**src/rtl/muldiv_unit.sv**
```systemverilog
// Iterative RV32M multiply/divide unit: shift-add multiply, restoring divide,
// fixed XLEN+2 cycle latency, result delivered as a one-cycle register-file write.
module muldiv_unit #(
  parameter int XLEN = 32,
  parameter int AW   = 5
) (
  input  logic            clock,
  input  logic            reset,
  input  logic            start,
  input  logic            flush,
  input  logic [2:0]      funct3,
  input  logic [XLEN-1:0] rs1_val,
  input  logic [XLEN-1:0] rs2_val,
  input  logic [AW-1:0]   rd,
  output logic            busy,
  output logic            done,
  output logic            wb_load,
  output logic [AW-1:0]   wb_addr,
  output logic [XLEN-1:0] wb_data
);
  localparam int CW = $clog2(XLEN);

  typedef enum logic [1:0] {IDLE, CALC, FIXUP, DONE} state_t;

  state_t            state_reg;
  logic [CW-1:0]     count_reg;
  logic [2:0]        op_reg;
  logic [AW-1:0]     rd_reg;
  logic [XLEN-1:0]   mag_a_reg, mag_b_reg;
  logic              neg_a_reg, neg_b_reg;
  logic              div_zero_reg, ovf_reg;
  logic [2*XLEN-1:0] acc_reg;
  logic              done_reg, wb_load_reg;
  logic [AW-1:0]     wb_addr_reg;
  logic [XLEN-1:0]   wb_data_reg;

  logic              a_signed, b_signed, accept;
  logic [XLEN-1:0]   mag_a_in, mag_b_in;
  logic [XLEN:0]     mul_sum, div_trial, div_diff;
  logic [2*XLEN-1:0] acc_step, prod_fix;
  logic [XLEN-1:0]   quo_fix, rem_fix, a_orig, result;

  always_comb begin
    a_signed = (funct3 == 3'd1) || (funct3 == 3'd2) || (funct3 == 3'd4) || (funct3 == 3'd6);
    b_signed = (funct3 == 3'd1) || (funct3 == 3'd4) || (funct3 == 3'd6);
    mag_a_in = (a_signed && rs1_val[XLEN-1]) ? -rs1_val : rs1_val;
    mag_b_in = (b_signed && rs2_val[XLEN-1]) ? -rs2_val : rs2_val;
    accept   = start && !flush && ((state_reg == IDLE) || (state_reg == DONE));
  end

  // acc_reg holds {high, low}: product/multiplier for multiply, remainder/quotient for divide
  always_comb begin
    mul_sum   = {1'b0, acc_reg[2*XLEN-1:XLEN]} + {1'b0, {XLEN{acc_reg[0]}} & mag_a_reg};
    div_trial = acc_reg[2*XLEN-1:XLEN-1];
    div_diff  = div_trial - {1'b0, mag_b_reg};
    if (op_reg[2]) begin
      acc_step = div_diff[XLEN] ? {div_trial[XLEN-1:0], acc_reg[XLEN-2:0], 1'b0}
                                : {div_diff[XLEN-1:0],  acc_reg[XLEN-2:0], 1'b1};
    end else begin
      acc_step = {mul_sum, acc_reg[XLEN-1:1]};
    end
  end

  always_comb begin
    prod_fix = (neg_a_reg ^ neg_b_reg) ? -acc_reg : acc_reg;
    quo_fix  = (neg_a_reg ^ neg_b_reg) ? -acc_reg[XLEN-1:0] : acc_reg[XLEN-1:0];
    rem_fix  = neg_a_reg ? -acc_reg[2*XLEN-1:XLEN] : acc_reg[2*XLEN-1:XLEN];
    a_orig   = neg_a_reg ? -mag_a_reg : mag_a_reg;
    case (op_reg)
      3'd0:             result = prod_fix[XLEN-1:0];
      3'd1, 3'd2, 3'd3: result = prod_fix[2*XLEN-1:XLEN];
      3'd4, 3'd5: begin
        if (div_zero_reg)  result = '1;
        else if (ovf_reg)  result = {1'b1, {(XLEN-1){1'b0}}};
        else               result = quo_fix;
      end
      default: begin
        if (div_zero_reg)  result = a_orig;
        else if (ovf_reg)  result = '0;
        else               result = rem_fix;
      end
    endcase
  end

  always_ff @(posedge clock or negedge reset) begin
    if (!reset) begin
      state_reg    <= IDLE;
      count_reg    <= '0;
      op_reg       <= '0;
      rd_reg       <= '0;
      mag_a_reg    <= '0;
      mag_b_reg    <= '0;
      neg_a_reg    <= 1'b0;
      neg_b_reg    <= 1'b0;
      div_zero_reg <= 1'b0;
      ovf_reg      <= 1'b0;
      acc_reg      <= '0;
      done_reg     <= 1'b0;
      wb_load_reg  <= 1'b0;
      wb_addr_reg  <= '0;
      wb_data_reg  <= '0;
    end else begin
      done_reg    <= 1'b0;
      wb_load_reg <= 1'b0;
      case (state_reg)
        IDLE, DONE: begin
          if (accept) begin
            state_reg    <= CALC;
            count_reg    <= '0;
            op_reg       <= funct3;
            rd_reg       <= rd;
            mag_a_reg    <= mag_a_in;
            mag_b_reg    <= mag_b_in;
            neg_a_reg    <= a_signed && rs1_val[XLEN-1];
            neg_b_reg    <= b_signed && rs2_val[XLEN-1];
            div_zero_reg <= (rs2_val == '0);
            ovf_reg      <= ((funct3 == 3'd4) || (funct3 == 3'd6)) &&
                            (rs1_val == {1'b1, {(XLEN-1){1'b0}}}) && (rs2_val == '1);
            acc_reg      <= funct3[2] ? {{XLEN{1'b0}}, mag_a_in} : {{XLEN{1'b0}}, mag_b_in};
          end else begin
            state_reg <= IDLE;
          end
        end
        CALC: begin
          if (flush) begin
            state_reg <= IDLE;
          end else begin
            acc_reg   <= acc_step;
            count_reg <= count_reg + CW'(1);
            if (count_reg == CW'(XLEN-1)) state_reg <= FIXUP;
          end
        end
        FIXUP: begin
          if (flush) begin
            state_reg <= IDLE;
          end else begin
            state_reg   <= DONE;
            done_reg    <= 1'b1;
            wb_load_reg <= (rd_reg != '0);
            wb_addr_reg <= rd_reg;
            wb_data_reg <= result;
          end
        end
        default: state_reg <= IDLE;
      endcase
    end
  end

  assign busy    = (state_reg == CALC) || (state_reg == FIXUP);
  assign done    = done_reg;
  assign wb_load = wb_load_reg;
  assign wb_addr = wb_addr_reg;
  assign wb_data = wb_data_reg;
endmodule

```
**config.mk**
```make
export PLATFORM = sky130hd
export DESIGN_NAME = muldiv_unit
export DESIGN_NICKNAME = d
export VERILOG_FILES = /design/src/rtl/muldiv_unit.sv
export SDC_FILE = /design/constraint.sdc
export NUM_CORES = 1
export LEC_CHECK = 0
export ABC_AREA = 0
export CAP_MARGIN = 10
export CORE_UTILIZATION = 55
export DETAILED_ROUTE_END_ITERATION = 8
export PLACE_DENSITY_LB_ADDON = 0.1
export SLEW_MARGIN = 40
export SYNTH_ARGS = -nofsm -noshare
export SYNTH_HDL_FRONTEND = slang
export SYNTH_SLANG_ARGS = --single-unit
export TNS_END_PERCENT = 5
```
**constraint.sdc**
```tcl
create_clock -name clock -period 8.6 [get_ports clock]
set_input_delay 0.86 -clock clock [delete_from_list [all_inputs] [get_ports clock]]
set_output_delay 0.86 -clock clock [all_outputs]
set_load 0.01 [all_outputs]
```
After elaboration in Yosys (flattened, before gate mapping)
Index checks and enable logic that the tools add are counted.

Bits of input ports: 76. Output and inout port bits: 40. Memories kept: 0. Memory bits (read-only): 0. Latch bits: 0. Register bits: 186. Bits in writable memories: 0. Word-level logic and storage cells: 100.

Add/subtract/negate cells: 9. Bitwise operators: 3. Multiplexer cells: 29. Divide/modulo/power cells: 0. Eq/ne operators: 18. $lt $le $gt $ge: 0. Shifts and indexed selects: 0. $mul: 0. Reduce and logical (&&, ||, !) cells: 26.

Operator list (number): 2-to-1 mux 32 bit (10); 2-to-1 mux 64 bit (5); negation 32 bit (5); one-hot mux 64 bit (2 select lines) (1); one-hot mux 32 bit (3 select lines) (1); == test 32 bit (second input constant) (2); negation 64 bit (1); adder 32 x 32 -> 33 bit (1); subtractor 33 x 32 -> 33 bit (1); AND 32 bit (1); logical NOT 32 bit (1); == test 3 bit (second input constant) (4); 2-to-1 mux 5 bit (2); one-hot mux 5 bit (2 select lines) (1); == test 3 x 2 -> 1 bit (second input constant) (3); logical OR 1 bit (8); == test 3 x 1 -> 1 bit (second input constant) (2); logical AND 1 bit (6); 2-to-1 mux 2 bit (3); one-hot mux 2 bit (3 select lines) (1); adder 5 x 1 -> 5 bit (second input constant) (1); == test 5 bit (second input constant) (1); 2-to-1 mux 1 bit (5); nonzero test 5 bit (1); other kinds (14) (18).

Depth between registers and ports, before layout
Gate-level depths: netlist of run 1.

Word-level depth: 9. Depth in mapped cells: 16. Mapped depth without buffers: 14.

Worst setup path before layout of run 1
Ideal clock, no wire load.

Kind: in2reg. From: input rs1_val[11]. To: register acc_reg[28]. Data required time: 8.479 ns. Library setup time: 0.121 ns. Slack: 5.258 ns. Stages: 10. Arrival: 3.221 ns. Path buffers: 1. Cells stage by stage: or4_1 -> or3_1 -> clkbuf_1 -> nor4_2 -> nand2_1 -> o21ai_0 -> xor2_1 -> nor2b_1 -> or3_1 -> a22o_1.

Longest elaborated chain between the ends: 5.

RTL lines: start, declared (RTL line 12) `input logic [XLEN-1:0] rs1_val,`; negation 32 bit (RTL line 46) `mag_a_in = (a_signed && rs1_val[XLEN-1]) ? -rs1_val : rs1_val;`; 2-to-1 mux 32 bit (RTL line 46); 2-to-1 mux 32 bit (RTL line 119) `acc_reg <= funct3[2] ? {{XLEN{1'b0}}, mag_a_in} : {{XLEN{1'b0}}, mag_b_in};`; 2-to-1 mux 64 bit (RTL line 107) `if (accept) begin`; one-hot mux 64 bit (2 select lines) (RTL line 105) `case (state_reg)`; end signal, assigned (RTL line 119); end signal, assigned (RTL line 128) `acc_reg <= acc_step;`; end, declared (RTL line 32) `logic [2*XLEN-1:0] acc_reg;`.

Every way passes these cells. The select of a mux whose other input is x is not followed. A chain may end at the register's enable or synchronous reset.

Worst setup path in the final report of run 1
From: register acc_reg[36]. To: register acc_reg[35].

Longest elaborated chain between the ends: 5. Elaborated cells between the ends (all ways): 6. Those cells by class: add/sub (2); mux (4).

RTL lines: subtractor 33 x 32 -> 33 bit (RTL line 55) `div_diff = div_trial - {1'b0, mag_b_reg};`; 2-to-1 mux 64 bit (RTL line 57) `acc_step = div_diff[XLEN] ? {div_trial[XLEN-1:0], acc_reg[XLEN-2:0], 1'b0}`; 2-to-1 mux 64 bit (*) (RTL line 56) `if (op_reg[2]) begin`; 2-to-1 mux 64 bit (*) (RTL line 125) `if (flush) begin`; one-hot mux 64 bit (2 select lines) (*) (RTL line 105).

Mark *: on every way between the ends. The rest lies on a longest branch, timed or not. The select of a mux whose other input is x is not followed.

==> results.txt, run 1 <==
- The detail route stage leaves a number of antenna-violating nets equal to 0.
- Data arrival at the endpoint of the critical path: 4.30 ns
- Uppermost layer routed: met4
- Entering global routing, the biggest net connects a little over 80 pins.
- On the critical path the largest part of the delay comes from compound AO/OA/AOI/OAI gates.
* Time the final worst path needs with I/O delays and setup: around 4.0 ns
* Worst R2R Setup Slack: between 4 and 5 ns
- Number of flip-flops in the largest register: 64
- The worst setup path is captured at a flip-flop.
* Clock latency on the worst-skew pair: around 0.47 ns
- Of all flip-flops after synthesis, the portion carrying an async set or reset was 1.00.
* Slowest-stage cell, CP: dfrtp_1
- Clock network power share: 0.204
- Number of flops mapped to enable cells by yosys: 0
- Placer's final routability congestion estimate: roughly 1.0
- Summed over all instances, the cell type with the most area after synthesis is dfrtp_1.
* Cell row count: 63
- Estimated wirelength of the detail-placed design: between 40 and 50 mm
* Timing-limited maximum frequency: 252 MHz
- Peak supply drop: 181 uV
- The cell count after synthesis came out at 2102.
- DRC marker count from the first detailed-route iteration: 1771
- Netlist cell types: 74
* Relative max-transition margin: 0.445
- Most area-consuming cells after synthesis: dfrtp_1, xnor2_1, o21ai_0
- Cts bufs inserted: 17
* Flop and latch count out of synthesis: 186
- Cells along the critical path: ha_1 -> a21oi_1 -> nor3b_1 -> nand2_1 -> a21oi_1 -> o211ai_1 -> xor2_4 -> buf_4 -> mux2_2 -> a21oi_1 -> nor3_1
* Synth warn: 0
- Summing over every cut layer, the via total after detailed routing is ~16k.
- Leak Pwr: slightly below 0.008 uW
* Reg-to-reg startpoint: acc_reg[36]
- Input and output buffers added on the ports amount to 115.
* Main synth FF type: dfrtp_1
* Final critical-path share of the clock period: 0.462
* Unrepaired setup endpoints after global routing: false
- Worst clock skew: about 0.02 ns
- Clk buf depth: 2
- # placed instances: 2486
- The final-report max-slew violation count is 0.
- Once layout is complete, the cells apart from fillers number between 2k and 3k.
* Maximum fanout along the worst path: 31
- In this run the power density over the cells is about 220 nW/um2.
- Buffers and inverters on the worst path: 1
- In the final routing, the length of wire on met1 measures ~25 mm.
- Layout cell share with drive strength beyond 1: 0.0540
* Part of the power in registers: 0.320
* Vert. Die Dim: roughly 180 um
* Total iterations of the first detailed-routing run: 6
- Category of the most critical setup path: reg2reg
- At the pin with the least slew margin, the transition time is 0.822 ns.
- GRT overflow: 0
- The number of nets in the synthesized netlist is roughly 2.3k.
- TritonCTS built the clock tree.
- Cells on worst reg2reg path: 11
- CP most frequent cell: a21oi_1
* Die Footprint: approximately 31000 um2
* Antenna violations before repair: 1
- Routed len/inst: 23.4 um
- Total of max-cap violations: 0
- Of the total power, combinational logic draws 0.475.
- At the worst endpoint, the required time is 8.92 ns.
- Dividing the detail-routed via count by the number of cells gives approximately 6.5.
- The tightest min-delay check is of the in2async type.
* Met3 routed wirelength: approximately 4.4 mm
* Delay of the slowest cell on the worst path: ~0.6 ns
- The endpoint identified for the worst register-to-register timing path is acc_reg[35].
* Clock-pin transition on the worst setup and hold timing paths: approximately 0.070 ns
* Hold violation total from the final report: 0
- Setup violations remaining at the end of the flow were counted as 0.
* Initial Utilization: 0.561
* Area growth from synthesis to layout: 11.6%
- Net switching power: ~1900 uW
* Proportion of total power due to net switching: 0.459
- The routed design has 58.8 mm of wire.
- Setup Fix Bufs, Post-CTS: 0
- The mapped netlist covers between 15000 and 20000 um2.
- Aggregate global-route resource usage: 0.387
- Die W: 176 um
- Vias in the first global route: around 16k
- Post-synthesis sequential area ratio: 0.279
* Fin nets: 2267
* H-tree depth reported by CTS: 4
* Internal power summed over all cells: 2190 uW
* CTS Sinks: between 150 and 200
* Placeable Area: around 30000 um2
- Mean instance size in the synthesized netlist: ~7.9 um2
* Remaining routing DRC violations: 0
* Setup TNS: 0 ns
* First-pass GRT wire length: 91.1 mm
- In this run the clock root is driven by a clkbuf_16.
* Count of hold buffers inserted by post-cts repair: 0
- The worst setup path is launched from a flip-flop.
* Post-CTS resize count: 0
- Top-Level Pins: 116
- The run finished with clean final reports.
- Of the post-synthesis cell area, the dominant cell type holds 0.279.
- Sum of met2 wire segment lengths after detailed routing: around 27 mm
-- area by class of cell --
cell class | count | area [um2]
tap | 390 | 488
timing repair buffer | 135 | 1310
antenna | 1 | 2.50
multi-input combinational | 1703 | 11300
sequential | 186 | 4660
clock inverter | 13 | 151
clock buffer | 19 | 453
inverter | 72 | 270
fill | 2690 | 11100
-- layout by cell type (no fill, tap or decap), types with 9 or more instances in the layout --
master / n
nand2_1: 270
o21ai_0: 225
dfrtp_1: 184
xnor2_1: 143
nor2_1: 123
a21oi_1: 113
clkdlybuf4s50_1: 113
xor2_1: 88
ha_1: 73
inv_1: 70
mux2i_1: 63
o31ai_1: 59
a221oi_1: 57
nor3_1: 51
and2_1: 35
nand3_1: 31
nand2b_1: 27
mux2_2: 27
or3_1: 27
a21o_1: 24
o41ai_1: 20
nand4_1: 19
or4_1: 18
buf_4: 18
a211oi_1: 17
nor4_1: 17
clkbuf_16: 17
o211ai_1: 16
a31oi_1: 15
a22oi_1: 15
nor2b_1: 14
o21a_1: 11
o221ai_1: 9
-- worst max path at each step --
stage | slack (ns) | startpoint | cells past startpoint | end
after global placement | 4.42 | rs1_val[9] | 10 | acc_reg[27]
after detailed placement | 4.44 | rs1_val[9] | 10 | acc_reg[27]
after CTS | 4.67 | acc_reg[31] | 13 | acc_reg[35]
after global routing | 4.47 | acc_reg[0] | 14 | acc_reg[61]
after floorplan | 5.26 | rs1_val[11] | 10 | acc_reg[28]
final | 4.62 | acc_reg[36] | 11 | acc_reg[35]
-- routing by layer --
metal / vias up / global-route usage
met3: 158 / 0.0562
met1: 7902 / 0.514
li1: 7630 / -
met4: 0 / 0.180
met2: 802 / 0.619
met5: - / 0
-- cell usage after synthesis, types with 19 or more instances --
master      n
nand2_1   270
nand3_1    31
a21o_1     25
o31ai_1    59
nor2_1    126
and2_1     35
nor3_1     51
mux2i_1    63
or3_1      27
xor2_1     90
clkbuf_1  129
dfrtp_1   186
a221oi_1   57
xnor2_1   144
mux2_2     27
a21oi_1   113
nand4_1    19
o21ai_0   226
nand2b_1   27
inv_1      71
ha_1       74
o41ai_1    20
-- power by group through the flow --
| stage | Combinational [uW] | Sequential, uW | Clock [uW] |
|---|---|---|---|
| 2_1_floorplan | 1360 | 1160 | 0 |
| 3_3_place_gp | 1840 | 1300 | 0 |
| 3_5_place_dp | 1860 | 1300 | 0 |
| 4_1_cts | 1880 | 1290 | 828 |
| 5_1_grt | 2080 | 1320 | 869 |
| 6_report | 1930 | 1300 | 827 |
-- through the flow --
step | worst slack [ns] | area [um2] | total power [uW] | hold WS (ns) | util
after CTS | 4.67 | 18600 | 3990 | 0.359 | 0.627
after detailed placement | 4.44 | 18000 | 3170 | 0.464 | 0.606
after floorplan | 5.26 | 16700 | 2520 | 0.445 | -
final | 4.62 | 18600 | 4050 | 0.348 | 0.627
after global routing | 4.47 | 18600 | 4270 | 0.370 | 0.627
after global placement | 4.42 | 18000 | 3140 | 0.456 | 0.605
-- logic make-up (layout without fill, tap and decap cells) --
group	Yosys count	in the layout	share of synthesized area
compound gates	635	635	0.245
xor+xnor	234	234	0.123
fa+ha+maj	76	76	0.0579
simple gates	668	668	0.191
other cells	0	1	0
mux	90	90	0.0560
buf+inv	213	239	0.0481
flops	186	186	0.279
-- worst reg2reg max path: stages, from the launching register on --
cell and delay [ns]:
dfrtp_1 0.61, ha_1 0.37, a21oi_1 0.21, nor3b_1 0.32, nand2_1 0.10, a21oi_1 0.45, o211ai_1 0.30, xor2_4 0.38
buf_4 0.47, mux2_2 0.41, a21oi_1 0.15, nor3_1 0.07
Note: power is estimated with default switching activity, not from simulation.
==> run 2, diff against run 1 <==
clock period = 4.1 ns   (was 8.6 ns; I/O delays follow)
==> run 2 against run 1 <==
Effect of this change: sequential power grew 110%; design area is 1.8% higher; via count up 2.4%; wire length up 2.8%; first-iteration DRC count fell by 4.2%; flip-flop and latch count did not move; worst hold slack gained 0.13 ns; clock power up 110%; total power rose by 110%; critical path type unchanged; critical endpoint is now acc_reg[63].
==> results.txt, run 2 (same netlist as run 1, synthesis figures left out) <==
- Worst R2R Setup Slack: 0.31 ns (-4.32 ns)
- The worst endpoint required time came to 4.45 ns (-4.47 ns).
- Area used by multi-input combinational logic: 11300 um2 (about the same)
- Die W: 176 um (unchanged)
- The post-detailed-route via-to-cell ratio came to 6.58 (+0.53%).
- Pin count of the biggest net entering global routing: 106 (+29%)
- Peak supply drop: 438 uV (+140%)
- Category of the most critical setup path: reg2reg
- Leaving out fill and tap cells, the most frequent cell in the layout is nand2_1.
- The minimum hold slack came to 0.476 ns (+0.128 ns).
- Quantity of I/O buffers inserted on ports: 115 (unchanged)
- Sum of routed wire length over all layers: 60.5 mm (+2.8%)
- Total iterations of the first detailed-routing run: 6 (unchanged)
- Storage element area: 4660 um2 (unchanged)
- The number of antenna violations at the first check in global routing came to 1 (unchanged).
- Timing-limited maximum frequency: 264 MHz (+4.8%)
- The first-pass GRT wire length came to 91.8 mm (+0.76%).
- Clock latency on the worst-skew pair: 0.48 ns (about the same)
- The total of max-cap violations came to 0 (unchanged).
- Maximum fanout along the worst path: 20 (-35%)
- The initial core utilization was 0.561 (unchanged).
* Aggregate global-route resource usage: 0.393 (+0.00627)
- Cell row count: 63 (unchanged)
- Clk buf depth: 2 (unchanged)
- The vertical die dimension came to 176 um (unchanged).
* Hold violation total from the final report: 0 (unchanged)
* Part of the power in registers: 0.312 (-0.008)
* Vias after detailed routing: 16.9k (+2.4%)
* Die Footprint: 31000 um2 (unchanged)
- Fin nets: 2314 (+2.1%)
* Routed len/inst: 23.6 um (+0.95%)
- The TritonCTS buffer count is 17 (unchanged).
- In the layout the commonest cells are nand2_1, o21ai_0, dfrtp_1, xnor2_1, nor2_1.
- Net switching power: 3890 uW (+110%)
- Hold Crit Class: reg2reg
- Setup slack of the critical path after layout: 0.306 ns (-4.32 ns)
* DRC marker count from the first detailed-route iteration: 1696 (-4.2%)
- Top-Level Pins: 116 (unchanged)
- The share of total power in the clock network came to 0.198 (-0.006).
- The run finished with clean final reports.
- Time the final worst path needs with I/O delays and setup: 3.79 ns (-0.181 ns)
* Clock-pin transition on the worst setup and hold timing paths: 0.08 ns (about the same)
* Crit start category: flip-flop
* Endpoint type of the worst setup path: flip-flop
- The weighted congestion at the end of routability-driven global placement came to 1.02 (-0.98%).
- The worst clock skew on the final layout was 0.0334 ns (+0.0134 ns).
* Proportion of total power due to net switching: 0.454 (-0.00499)
- Placeable Area: 29700 um2 (unchanged)
- The worst endpoint data arrival time came to 4.14 ns (-0.16 ns).
* Clk root buf: clkbuf_16
- The most critical setup path has its startpoint at acc_reg[0].
- Area growth from synthesis to layout: 13.6%
* Final critical-path share of the clock period: 0.925 (+0.463)
- Reg-to-reg startpoint: acc_reg[0]
- H-tree depth reported by CTS: 4 (unchanged)
- Vias in the first global route: 15.7k (-0.34%)
- The total power density per cell area came to 451 nW/um2 (+110%).
* Remaining routing DRC violations: 0 (unchanged)
* Number of flip-flops in the largest register: 64 (unchanged)
- Number of fill cells in the layout: 2646 (-1.6%)
* Post-CTS resize count: 0 (unchanged)
- The total negative slack for setup checks is 0 ns (unchanged).
- TritonCTS built the clock tree.
- Unrepaired setup endpoints after global routing: false
- The final-report max-slew violation count came to 0 (unchanged).
- The half-perimeter wire length after detailed placement came to 47.5 mm (+4.0%).
* Hold path startpoint: wb_addr[1]
* Layout cell share with drive strength beyond 1: 0.0722 (+0.0182)
- Relative max-transition margin: 0.491 (+0.0465)
- The post-placement setup slack was 0.427 ns (-4.01 ns).
* Count of endpoints failing setup in the final report: 0 (unchanged)
- The total number of clock tree sinks came to 186 (unchanged).
* Antenna viol nets, final: 0 (unchanged)
- The standby leakage power was 0.00799 uW (+3.1%).
- Internal power summed over all cells: 4670 uW (+110%)
* GRT overflow: 0 (unchanged)
- The combinational share of power came to 0.489 (+0.014).
* Final core area utilization: 0.638 (+0.0114)
- The slew at the pin closest to its max-slew limit came to 0.757 ns (-0.0655 ns).
==> run 2: power groups by stage <==
stage,clock network [uW],registers (uW),logic (uW)
floorplan,0,2440,2860
global placement,0,2670,3990
detailed placement,0,2690,4050
CTS,1700,2650,4080
global route,1770,2710,4510
finish,1700,2670,4190
==> run 2: repair_timing <==
action / in CTS / in global routing
hold buffers: 1 / 0
setup buffers: 0 / 0
hold endpoints to repair: 102 / 0
==> run 2: area by class of cell <==
type	instances	share of cell area
Antenna cell	1	0.000132
Clock buffer	18	0.0226
Clock inverter	13	0.00765
Inverter	72	0.0143
Multi-Input combinational cell	1703	0.595
Sequential cell	186	0.246
Tap cell	390	0.0257
Timing Repair Buffer	182	0.0886
==> run 2: stage by stage <==
| stage | instance area (um2) | instances | power, uW |
|---|---|---|---|
| floorplan | 16700 | 2102 | 5300 |
| global placement | 18300 | 2531 | 6670 |
| detailed placement | 18400 | 2532 | 6740 |
| CTS | 19000 | 2564 | 8430 |
| global route | 19000 | 2564 | 8990 |
| finish | 19000 | 2565 | 8560 |
==> run 2: worst paths after layout <==
check,to,depth (start not counted)
worst min register to register,wb_addr[1],2
worst min-delay path,wb_addr[1],2
worst max-delay path,acc_reg[63],12
min in group asynchronous,acc_reg[57],2
max in group asynchronous,wb_data[21],3
worst max register to register,acc_reg[63],12
==> run 2: critical path, stage by stage (launching register included) <==
cell and delay (ns):
dfrtp_1 0.67, buf_4 0.32, and2_1 0.15, ha_1 0.28, or3_1 0.38, o221ai_1 0.07, o21ai_0 0.10, buf_4 0.15
a31oi_1 0.36, o21ai_0 0.23, o31a_1 0.30, or4_1 0.40, a32o_1 0.24
==> run 2: layer usage <==
| metal | global-route usage | share of wire | wire [um] | vias to the layer above |
|---|---|---|---|---|
| met1 | 0.515 | 0.42 | 25200 | 8108 |
| met3 | 0.0558 | 0.075 | 4520 | 184 |
| met4 | 0.203 | 0.054 | 3290 | 0 |
| li1 | - | - | - | 7727 |
| met5 | 0 | 0 | 0 | - |
| met2 | 0.630 | 0.45 | 27500 | 864 |
